--- src/rtl/xc_sha256_msched_pkg.sv ---
// Shared definitions for the SHA-256 message-schedule engine and its sigma unit.
package xc_sha256_msched_pkg;

   typedef enum logic [1:0] {
      ST_LOAD = 2'd0,
      ST_OUT  = 2'd1,
      ST_SIG0 = 2'd2,
      ST_SIG1 = 2'd3
   } state_t;

   localparam logic [1:0] SS_SIGMA0 = 2'b00;
   localparam logic [1:0] SS_SIGMA1 = 2'b01;
   localparam logic [1:0] SS_SUM0   = 2'b10;
   localparam logic [1:0] SS_SUM1   = 2'b11;

   localparam int WORDS_IN  = 16;
   localparam int WORDS_OUT = 64;

   function automatic logic [31:0] ror32(input logic [31:0] x, input int unsigned n);
      return (x >> n) | (x << (32 - n));
   endfunction

endpackage

--- src/rtl/xc_sha256_msched_if.sv ---
// Block-load and schedule-output handshake bundle of the message-schedule engine.
interface xc_sha256_msched_if;

   logic        in_valid;
   logic        in_ready;
   logic [31:0] in_data;
   logic        out_valid;
   logic        out_ready;
   logic [31:0] out_data;
   logic [5:0]  out_idx;
   logic        out_last;

   modport master (
      output in_valid, in_data, out_ready,
      input  in_ready, out_valid, out_data, out_idx, out_last
   );

   modport slave (
      input  in_valid, in_data, out_ready,
      output in_ready, out_valid, out_data, out_idx, out_last
   );

endinterface

--- src/rtl/xc_sha256.sv ---
// Lightweight SHA-256 sigma unit: small sigmas for the schedule, big sigmas for rounds.
module xc_sha256
   import xc_sha256_msched_pkg::*;
(
   input  logic [31:0] rs1,
   input  logic [1:0]  ss,
   output logic [31:0] result
);

   always_comb begin
      case (ss)
         SS_SIGMA0: result = ror32(rs1, 7)  ^ ror32(rs1, 18) ^ (rs1 >> 3);
         SS_SIGMA1: result = ror32(rs1, 17) ^ ror32(rs1, 19) ^ (rs1 >> 10);
         SS_SUM0:   result = ror32(rs1, 2)  ^ ror32(rs1, 13) ^ ror32(rs1, 22);
         default:   result = ror32(rs1, 6)  ^ ror32(rs1, 11) ^ ror32(rs1, 25);
      endcase
   end

endmodule

--- src/rtl/xc_sha256_msched.sv ---
// SHA-256 message schedule: loads W0..W15, then streams W0..W63 using a 16-word
// circular buffer and one shared sigma unit (SIG0 accumulates, SIG1 writes back).
module xc_sha256_msched
   import xc_sha256_msched_pkg::*;
(
   input  logic             g_clk,
   input  logic             g_reset,
   xc_sha256_msched_if.slave bus
);

   state_t      state_q, state_d;
   logic [5:0]  t_q, t_d;
   logic [31:0] acc_q, acc_d;
   logic [31:0] msg_buf [WORDS_IN];

   logic        buf_we;
   logic [3:0]  buf_wa;
   logic [31:0] buf_wd;

   logic [1:0]  sig_ss;
   logic [31:0] sig_rs1;
   logic [31:0] sig_res;

   logic        in_ready, out_valid, in_hs, out_hs;
   logic [3:0]  idx_t, idx_t1, idx_t9, idx_t14;

   // Buffer slots relative to t: t-16 (= t mod 16), t-15, t-7, t-2.
   assign idx_t   = t_q[3:0];
   assign idx_t1  = idx_t + 4'd1;
   assign idx_t9  = idx_t + 4'd9;
   assign idx_t14 = idx_t + 4'd14;

   assign in_ready  = !g_reset && (state_q == ST_LOAD);
   assign out_valid = !g_reset && (state_q == ST_OUT);
   assign in_hs     = bus.in_valid && in_ready;
   assign out_hs    = out_valid && bus.out_ready;

   assign bus.in_ready  = in_ready;
   assign bus.out_valid = out_valid;
   assign bus.out_data  = msg_buf[idx_t];
   assign bus.out_idx   = g_reset ? 6'd0 : t_q;
   assign bus.out_last  = out_valid && (t_q == 6'(WORDS_OUT - 1));

   // Operand selection depends on state only, keeping the sigma path acyclic.
   assign sig_ss  = (state_q == ST_SIG1) ? SS_SIGMA1 : SS_SIGMA0;
   assign sig_rs1 = (state_q == ST_SIG1) ? msg_buf[idx_t14] : msg_buf[idx_t1];

   xc_sha256 u_sigma (
      .rs1    (sig_rs1),
      .ss     (sig_ss),
      .result (sig_res)
   );

   always_comb begin
      state_d = state_q;
      t_d     = t_q;
      acc_d   = acc_q;
      buf_we  = 1'b0;
      buf_wa  = idx_t;
      buf_wd  = bus.in_data;
      case (state_q)
         ST_LOAD: begin
            if (in_hs) begin
               buf_we = 1'b1;
               if (t_q == 6'(WORDS_IN - 1)) begin
                  t_d     = 6'd0;
                  state_d = ST_OUT;
               end else begin
                  t_d = t_q + 6'd1;
               end
            end
         end
         ST_OUT: begin
            if (out_hs) begin
               if (t_q == 6'(WORDS_OUT - 1)) begin
                  t_d     = 6'd0;
                  state_d = ST_LOAD;
               end else begin
                  t_d = t_q + 6'd1;
                  if (t_q >= 6'(WORDS_IN - 1)) state_d = ST_SIG0;
               end
            end
         end
         ST_SIG0: begin
            acc_d   = msg_buf[idx_t] + msg_buf[idx_t9] + sig_res;
            state_d = ST_SIG1;
         end
         ST_SIG1: begin
            buf_we  = 1'b1;
            buf_wd  = acc_q + sig_res;
            state_d = ST_OUT;
         end
         default: state_d = ST_LOAD;
      endcase
   end

   always_ff @(posedge g_clk) begin
      if (g_reset) begin
         state_q <= ST_LOAD;
         t_q     <= 6'd0;
         acc_q   <= 32'd0;
      end else begin
         state_q <= state_d;
         t_q     <= t_d;
         acc_q   <= acc_d;
      end
   end

   // W[t] overwrites W[t-16], which no later schedule word needs.
   always_ff @(posedge g_clk) begin
      if (buf_we) msg_buf[buf_wa] <= buf_wd;
   end

endmodule

--- src/flat_wrapper.sv ---
// flat-port wrapper written by rule: the top's interface ports become plain ports
module xc_sha256_msched_flat import xc_sha256_msched_pkg::*;
  (g_clk, g_reset, bus_in_valid, bus_in_data, bus_out_ready, bus_in_ready, bus_out_valid, bus_out_data, bus_out_idx, bus_out_last);
  xc_sha256_msched_if bus_i ();
  input  logic g_clk;
  input  logic g_reset;
  input wire logic [$bits(bus_i.in_valid)-1:0] bus_in_valid;
  input wire logic [$bits(bus_i.in_data)-1:0] bus_in_data;
  input wire logic [$bits(bus_i.out_ready)-1:0] bus_out_ready;
  output wire logic [$bits(bus_i.in_ready)-1:0] bus_in_ready;
  output wire logic [$bits(bus_i.out_valid)-1:0] bus_out_valid;
  output wire logic [$bits(bus_i.out_data)-1:0] bus_out_data;
  output wire logic [$bits(bus_i.out_idx)-1:0] bus_out_idx;
  output wire logic [$bits(bus_i.out_last)-1:0] bus_out_last;
  assign bus_i.in_valid = bus_in_valid;
  assign bus_i.in_data = bus_in_data;
  assign bus_i.out_ready = bus_out_ready;
  assign bus_in_ready = bus_i.in_ready;
  assign bus_out_valid = bus_i.out_valid;
  assign bus_out_data = bus_i.out_data;
  assign bus_out_idx = bus_i.out_idx;
  assign bus_out_last = bus_i.out_last;
  xc_sha256_msched u_core (.g_clk(g_clk), .g_reset(g_reset), .bus(bus_i));
endmodule
--- config.mk ---
export PLATFORM = sky130hd
export DESIGN_NAME = xc_sha256_msched_flat
export DESIGN_NICKNAME = d
export VERILOG_FILES = /design/src/rtl/xc_sha256_msched_pkg.sv /design/src/rtl/xc_sha256_msched_if.sv /design/src/rtl/xc_sha256.sv /design/src/rtl/xc_sha256_msched.sv /design/src/flat_wrapper.sv
export SDC_FILE = /design/constraint.sdc
export NUM_CORES = 1
export LEC_CHECK = 0
export CAP_MARGIN = 25
export CORE_UTILIZATION = 30
export CTS_BUF_LIST = sky130_fd_sc_hd__clkbuf_8
export DETAILED_ROUTE_END_ITERATION = 12
export PLACE_DENSITY_LB_ADDON = 0.08
export SLEW_MARGIN = 20
export SYNTH_ARGS = -nofsm -noshare
export SYNTH_HDL_FRONTEND = slang
export SYNTH_HIERARCHICAL = 1
export SYNTH_SLANG_ARGS = --single-unit
--- constraint.sdc ---
create_clock -name g_clk -period 20.8 [get_ports g_clk]
set_input_delay 6.24 -clock g_clk [delete_from_list [all_inputs] [get_ports g_clk]]
set_output_delay 6.24 -clock g_clk [all_outputs]
set_load 0.01 [all_outputs]
### Word level (Yosys, flattened, before mapping)

Memories as Yosys holds them, arrays and structs flattened. A register that Yosys moved wholly into a read port is not among the register bits.
Cells that the tools add are included.

* bitwise gates (word level): 18
* reduce and logical (&&, ||, !) cells: 11
* $lt $le $gt $ge: 1
* add/subtract/negate cells: 7
* equality and inequality tests: 11
* multiplexer cells: 22

Operators with widths (count)
* bitwise XOR 32 bit: 6
* adder 32 bit: 3
* case mux 32 bit (3 select lines): 1
* two-way mux 32 bit: 2
* bitwise OR 10 x 32 -> 32 bit: 1
* bitwise OR 13 x 32 -> 32 bit: 1
* bitwise OR 14 x 32 -> 32 bit: 1
* bitwise OR 15 x 32 -> 32 bit: 1
* bitwise OR 19 x 32 -> 32 bit: 1
* bitwise OR 21 x 32 -> 32 bit: 1
* bitwise OR 25 x 32 -> 32 bit: 1
* bitwise OR 26 x 32 -> 32 bit: 1
* bitwise OR 30 x 32 -> 32 bit: 1
* bitwise OR 7 x 32 -> 32 bit: 1
* bitwise XOR 32 x 22 -> 32 bit: 1
* bitwise XOR 32 x 29 -> 32 bit: 1
* two-way mux 6 bit: 5
* case mux 6 bit (2 select lines): 1
* two-way mux 2 bit: 5
* adder 4 bit, second input constant: 2
* two-way mux 4 bit: 2
* case mux 2 bit (4 select lines): 1
* adder 6 x 1 -> 6 bit, second input constant: 1
* equality test 2 bit, second input constant: 3
* 16 further kinds: 26

* memories: 1
* bits in writable memories: 512
* flip-flop bits (word level): 40
* output and inout bits: 41

Memory list
* u_core.msg_buf: depth 16, width 32, rd ports 4, clocked after memory_dff 1, wr ports 1, RTL line xc_sha256_msched.sv:14 `logic [31:0] msg_buf [WORDS_IN];`

### Depth between registers and ports, before layout

Gate-level depths: netlist of run 1.
An unclocked memory read counts as a cell.

* depth in word-level cells: 9
* gate-level depth with buffers: 33
* gate-level depth less buffers: 24

### Modules after synthesis

Netlist of run 1, hierarchy kept.

By module, submodules not included
* xc_sha256_msched: seq. area each 16255.6 sq um, cells each 1855, area each 33507.1 sq um, times used 1
* xc_sha256: seq. area each 0.0 sq um, cells each 380, area each 3699.8 sq um, times used 1

### Worst setup path after synthesis of run 1

OpenSTA, ideal clock, no wires.

* path type: input -> output
* from: input g_reset
* to: output bus_out_last
* stages: 3
* path buffers: 2
* slack: 7.584 ns
* data arrival time: 6.976 ns
* path through: clkbuf_1 buf_1 nor3b_1

* longest elaborated chain between the ends: 3

RTL lines
* start, declared: RTL line flat_wrapper.sv:6 `input logic g_reset;`
* zero test 1 bit: RTL line xc_sha256_msched.sv:34 `assign out_valid = !g_reset && (state_q == ST_OUT);`
* logical AND 1 bit: RTL line xc_sha256_msched.sv:34
* logical AND 1 bit: RTL line xc_sha256_msched.sv:42 `assign bus.out_last = out_valid && (t_q == 6'(WORDS_OUT - 1));`
* end, declared: RTL line flat_wrapper.sv:14 `output wire logic [$bits(bus_i.out_last)-1:0] bus_out_last;`

Every way passes these cells.

### Final worst setup path of run 1

* from: input g_reset
* to: output bus_out_idx[3]

* longest elaborated chain between the ends: 1

RTL lines
* two-way mux 6 bit: RTL line xc_sha256_msched.sv:41 `assign bus.out_idx = g_reset ? 6'd0 : t_q;`
* end, declared: RTL line flat_wrapper.sv:13 `output wire logic [$bits(bus_i.out_idx)-1:0] bus_out_idx;`

Every way passes these cells.

==> results.sh, run 1 <==
export IMPL_numCtsBuffers=104
export IMPL_dp_cells=3804
export IMPL_syn_area_per_cell_um2=16.65
export IMPL_nFillCells=11690
export IMPL_path_clk_slew_ps=60
export IMPL_clock_skew_ps=61.43
export IMPL_grt_pass1_wl_mm=183.9
export IMPL_worstSkewPairLatency_ps=790
export IMPL_vias_per_cell=5.848
export IMPL_drv_cap=0
export IMPL_finish_utilization_pct=34.17
export IMPL_cp_max_fo=50
export IMPL_firstDrtPassIters=5
export IMPL_fmax_mhz=72.72
export IMPL_drv_slew=0
export IMPL_die_area_um2=125400
export IMPL_layout_min_cycle_time_ps=13750
export IMPL_power_switching_mw=1.103
export IMPL_drt_total_wl_mm=129.0
export IMPL_endpoint_kind="output port"
export IMPL_grt_max_degree=80
export IMPL_fin_tns_setup_ps=0
export IMPL_synth_edf_count=512
export IMPL_synth_cell_types=77
export IMPL_drc=0
export IMPL_area_delta_synth_final_pct=12.38
export IMPL_p_int_mw=2.312
export IMPL_p_per_area_nw_per_um2=81.68
export IMPL_fp_dieW_um=354.2
export IMPL_cts_root_buf="clkbuf_8"
export IMPL_power_mw=3.415
export IMPL_vias=23370
export IMPL_synth_cells=2235
export IMPL_rows=128
export IMPL_pin_count=77
export IMPL_io_buffers=76
export IMPL_wl_per_cell_um=32.29
export IMPL_setup_violations=0
export IMPL_hold_viol=0
export IMPL_max_slew_margin_pct=29.81
export IMPL_fp_coreArea_um2=122400
export IMPL_seqPwrFrac_pct=36.3
export IMPL_cts_hold_fix_buffers=0
export IMPL_tightestPinTransition_ps=1053
export IMPL_leakagePower_nw=13.41
export IMPL_syn_area_um2=37210
export IMPL_synthFlopType="edfxtp_1"
export IMPL_synth_seq_cells=556
export IMPL_yosysSeqAreaShare_pct=43.69
export IMPL_drive_above_1_share_pct=34.49
export IMPL_max_stage_delay_ps=540
export IMPL_rsz0062_at_grt="no"
export IMPL_cts_repair_resized=0
export IMPL_ir_worst_vdd_v=0.00003702
export IMPL_hp_class="reg -> reg"
export IMPL_htreeDepth=3
export IMPL_status="finished, final reports clean"
export IMPL_grt_overflow_total=0
export IMPL_power_share_clock_pct=30.7
export IMPL_place_congestion=0.8171
export IMPL_detail_route_antenna_nets=0
export IMPL_fp_dieH_um=354.2
export IMPL_post_cts_repair_setup_buffers=0
export IMPL_async_flop_share_pct=0
export IMPL_finalCritPeriodShare_pct=66.11
export IMPL_cp_arrival_ps=7510
export IMPL_cts_tree="yes"
export IMPL_ys_warnings_count=6
export IMPL_cp_start_kind="input port"
export IMPL_gr_usage_all_layers_pct=20.51
export IMPL_grt_pass1_vias=23970
export IMPL_drt_iter0_markers=2253
export IMPL_comb_power_share_pct=33.0
export IMPL_cts_sinks=556
export IMPL_required_ps=14560
export IMPL_antenna_found_initial=1
export IMPL_dp_hpwl_mm=79.28
export IMPL_p_sw_share_pct=32.30
export IMPL_cts_buffer_depth=3
export IMPL_start_util_pct=30.41
export IMPL_cp_cell_sequence="buf_2, buf_4, nor2b_1, clkdlybuf4s50_1"
export IMPL_layoutNonFillerInstCount=3996
export IMPL_critPathKind="in -> out"
export IMPL_final_nets=2429
export IMPL_slowest_stage="clkdlybuf4s50_1"
==> power by group through the flow <==
stage | Clock (mW) | Combinational [mW] | Sequential, mW
global route | 1.13 | 1.23 | 1.24
global placement | 0 | 1.13 | 1.26
finish | 1.05 | 1.13 | 1.24
detailed placement | 0 | 1.13 | 1.26
CTS | 1.09 | 1.14 | 1.24
floorplan | 0 | 0.838 | 1.25
==> cell type report <==
cell class                      count  area (um2)  share of cell area (%)
Multi-Input combinational cell   1449       20080                   48.03
Sequential cell                   556       16280                   38.93
Tap cell                         1625        2033                   4.863
Clock buffer                      111        1528                   3.654
Timing Repair Buffer              133        1257                   3.007
Clock inverter                     76       465.4                   1.113
Inverter                           44       166.4                  0.3980
Antenna cell                        2       5.005                 0.01197
==> cells in the final DEF (no fill, tap or decap), types with 13 or more instances in the layout <==
| master | synthesis | routed |
|---|---|---|
| a21o_1 | 27 | 27 |
| clkbuf_8 | 0 | 111 |
| nor2_1 | 95 | 83 |
| ha_1 | 72 | 68 |
| clkinv_1 | 1 | 20 |
| xor3_1 | 50 | 50 |
| nand2b_1 | 16 | 16 |
| or3_1 | 15 | 15 |
| o21ai_0 | 35 | 35 |
| a21oi_1 | 54 | 53 |
| clkdlybuf4s50_1 | 0 | 75 |
| inv_1 | 43 | 84 |
| mux4_2 | 512 | 512 |
| edfxtp_1 | 512 | 512 |
| dfxtp_1 | 44 | 38 |
| o21ai_1 | 22 | 22 |
| nor2_4 | 1 | 13 |
| xor2_1 | 45 | 42 |
| nor2b_1 | 13 | 13 |
| buf_4 | 19 | 51 |
| mux2_2 | 58 | 58 |
| fa_1 | 33 | 33 |
| nand2_1 | 53 | 53 |
| nand3_1 | 30 | 30 |
| nor3b_1 | 13 | 13 |
| xnor2_1 | 93 | 93 |
| mux2i_1 | 55 | 54 |
| a41oi_1 | 17 | 17 |
==> Yosys cell counts, types with 19 or more instances <==
| master | instances | area share, % |
|---|---|---|
| a21o_1 | 27 | 0.54 |
| a21oi_1 | 54 | 0.73 |
| buf_1 | 28 | 0.28 |
| buf_2 | 53 | 0.71 |
| buf_4 | 19 | 0.38 |
| clkbuf_1 | 79 | 0.80 |
| dfxtp_1 | 44 | 2.4 |
| edfxtp_1 | 512 | 41 |
| fa_1 | 33 | 1.8 |
| ha_1 | 72 | 2.4 |
| inv_1 | 43 | 0.43 |
| mux2_2 | 58 | 1.8 |
| mux2i_1 | 55 | 1.5 |
| mux4_2 | 512 | 31 |
| nand2_1 | 53 | 0.53 |
| nand3_1 | 30 | 0.40 |
| nor2_1 | 95 | 0.96 |
| o21ai_0 | 35 | 0.47 |
| o21ai_1 | 22 | 0.30 |
| xnor2_1 | 93 | 2.2 |
| xor2_1 | 45 | 1.1 |
| xor3_1 | 50 | 3.2 |
==> routing by layer <==
layer / up-vias / share of wire (%) / global-route usage [%] / wire [um]
met5: - / 0 / 0 / 0
met4: 0 / 2.3 / 5.905 / 3018
met3: 171 / 6.3 / 3.609 / 8188
met2: 929 / 48 / 32.79 / 61590
met1: 12820 / 44 / 28.57 / 56220
li1: 9450 / - / - / -
==> stage by stage <==
step / setup slack, ps / instance area, um2 / hold WS, ps
after floorplan: 7584 / 37220 / 431.1
after global placement: 7036 / 39700 / 464.2
after detailed placement: 6973 / 39760 / 477.5
after CTS: 6970 / 41760 / 486.1
after global routing: 6960 / 41810 / 499.7
final: 7048 / 41810 / 477.2
==> sequential cells by signal (all words and copies together) (netlist names), named ones only <==
name	cells
u_core/msg_buf	512
u_core/acc_q	32
u_core/state_q	2
u_core/t_q	6
==> critical path, delay by kind of cell <==
kind | cells | cell delay, ps
buf+inv | 3 | 1110
simple gates | 1 | 160
==> kinds of logic after synthesis <==
logic type	after synthesis	synth area share (%)
adder cells (fa/ha/maj)	105	4.197
buffers and inverters	233	2.916
multiplexers	625	34.23
AND/OR/NAND/NOR	285	3.840
AO/OA/AOI/OAI	236	4.284
XOR/XNOR	194	6.837
other	1	0.01008
flip-flops	556	43.69
==> path summary, 6_finish.rpt <==
path | startpoint | end | slack [ps] | cells past startpoint
worst min register to register | u_core/acc_q[30] | u_core/acc_q[30] | 480 | 2
worst min-delay path | u_core/acc_q[30] | u_core/acc_q[30] | 480 | 2
worst max register to register | u_core/t_q[0] | u_core/acc_q[31] | 10860 | 26
worst max-delay path | g_reset | bus_out_idx[3] | 7050 | 4
(Power assumes the default switching activity.)
==> run 2, diff against run 1 <==
- clock period: 20.8 -> 13.5 ns (I/O delays scaled with it)
==> run 2 against run 1 <==
Against the previous run: first-iteration DRC count down 11%; highest routed layer unchanged; final area up 0.33%; sequential share of layout area down 0.13 points; combinational power up 55%; clock-buffer cell count down 7; largest power group unchanged.
==> results.sh, run 2 (synthesis results as in run 1) <==
export IMPL_drive_above_1_share_pct=35.58
export IMPL_hp_class="reg -> reg"
export IMPL_dp_hpwl_mm=79.58
export IMPL_drv_slew=0
export IMPL_final_nets=2427
export IMPL_rows=128
export IMPL_vias_per_cell=5.829
export IMPL_grt_pass1_wl_mm=184.7
export IMPL_io_buffers=76
export IMPL_cts_hold_fix_buffers=0
export IMPL_fp_coreArea_um2=122400
export IMPL_area_delta_synth_final_pct=12.75
export IMPL_cts_root_buf="clkbuf_8"
export IMPL_drc=0
export IMPL_max_slew_margin_pct=25.72
export IMPL_fp_dieH_um=354.2
export IMPL_endpoint_kind="output port"
export IMPL_cts_tree="yes"
export IMPL_ir_worst_vdd_v=0.00006742
export IMPL_pin_count=77
export IMPL_leakagePower_nw=13.40
export IMPL_numCtsBuffers=103
export IMPL_setup_violations=0
export IMPL_clock_skew_ps=36.16
export IMPL_firstDrtPassIters=5
export IMPL_reg_largest_list="u_core/msg_buf (512), u_core/acc_q (32), u_core/t_q (6)"
export IMPL_antenna_found_initial=1
export IMPL_place_congestion=0.7893
export IMPL_fin_tns_setup_ps=0
export IMPL_grt_overflow_total=0
export IMPL_detail_route_antenna_nets=0
export IMPL_layout_common_cells="mux4_2 (512), edfxtp_1 (512), clkbuf_8 (104)"
export IMPL_finalCritPeriodShare_pct=69.24
export IMPL_nFillCells=11570
export IMPL_grt_pass1_vias=24210
export IMPL_cp_max_fo=50
export IMPL_fp_dieW_um=354.2
export IMPL_cts_sinks=556
export IMPL_die_area_um2=125400
export IMPL_wl_per_cell_um=32.32
export IMPL_cts_buffer_depth=3
export IMPL_gr_usage_all_layers_pct=20.60
export IMPL_tightestPinTransition_ps=1112
export IMPL_drv_cap=0
export IMPL_htreeDepth=3
export IMPL_cts_repair_resized=0
export IMPL_hold_viol=0
export IMPL_critPathKind="in -> out"
export IMPL_fmax_mhz=107.0
export IMPL_vias=23320
export IMPL_cp_arrival_ps=5300
export IMPL_largest_reg_flops=512
export IMPL_status="finished, final reports clean"
export IMPL_layout_min_cycle_time_ps=9347
export IMPL_start_util_pct=30.41
export IMPL_path_clk_slew_ps=60
export IMPL_hold_slack_ps=470.2
export IMPL_required_ps=9450
export IMPL_drt_iter0_markers=1995
export IMPL_cp_start_kind="input port"
export IMPL_p_per_area_nw_per_um2=126.5
export IMPL_drt_total_wl_mm=129.3
export IMPL_worstSkewPairLatency_ps=770
export IMPL_grt_max_degree=114
export IMPL_top_register="u_core/msg_buf"
export IMPL_rsz0062_at_grt="no"
export IMPL_post_cts_repair_setup_buffers=0
==> run 2: layout make-up <==
type                    count  area [um2]  area share [%]
repair buffers            132        1341           3.197
clock buffers             104        1431           3.412
well taps                1625        2033           4.847
clock inverters            90       609.3           1.453
multi-input cells        1449       20090           47.89
flip-flops and latches    556       16280           38.80
diodes                      1       2.502        0.005965
inverters                  44       166.4          0.3967
==> run 2: power breakdown <==
group	leakage [nW]	switching [mW]	total [mW]	internal, mW
Clock	1.12	0.786	1.65	0.861
Combinational	7.31	0.939	1.75	0.810
Sequential	4.97	0.0213	1.91	1.89
==> run 2: metal layers <==
metal / GRT usage [%] / wire [um]
met5: 0 / 0
met4: 6.095 / 3197
met3: 2.936 / 6917
met2: 34.05 / 62950
met1: 28.12 / 56240
==> run 2: final timing paths <==
path                     from                to  slack [ps]  cells after the start
max                   g_reset    bus_out_idx[3]        4150                      4
min          u_core/acc_q[30]  u_core/acc_q[30]         470                      2
max reg2reg     u_core/t_q[0]  u_core/acc_q[31]        4650                     24
min reg2reg  u_core/acc_q[30]  u_core/acc_q[30]         470                      2
==> run 2: worst max-delay path, cell delays in order <==
cell	delay [ps]
buf_2	80
buf_4	490
nor2b_1	140
clkdlybuf4s50_1	510
==> run 2: metrics by stage <==
step                area, um2  power, mW  setup slack [ps]  util [%]  cells
floorplan               37220      3.223              4664         -   2238
global placement        39690      3.693              4091     32.44   3798
detailed placement      39770      3.692              3979     32.51   3801
CTS                     41810      5.372              3944     34.17   3995
global route            41950      5.579              4042     34.28   4001
finish                  41950      5.308              4153     34.28   4001
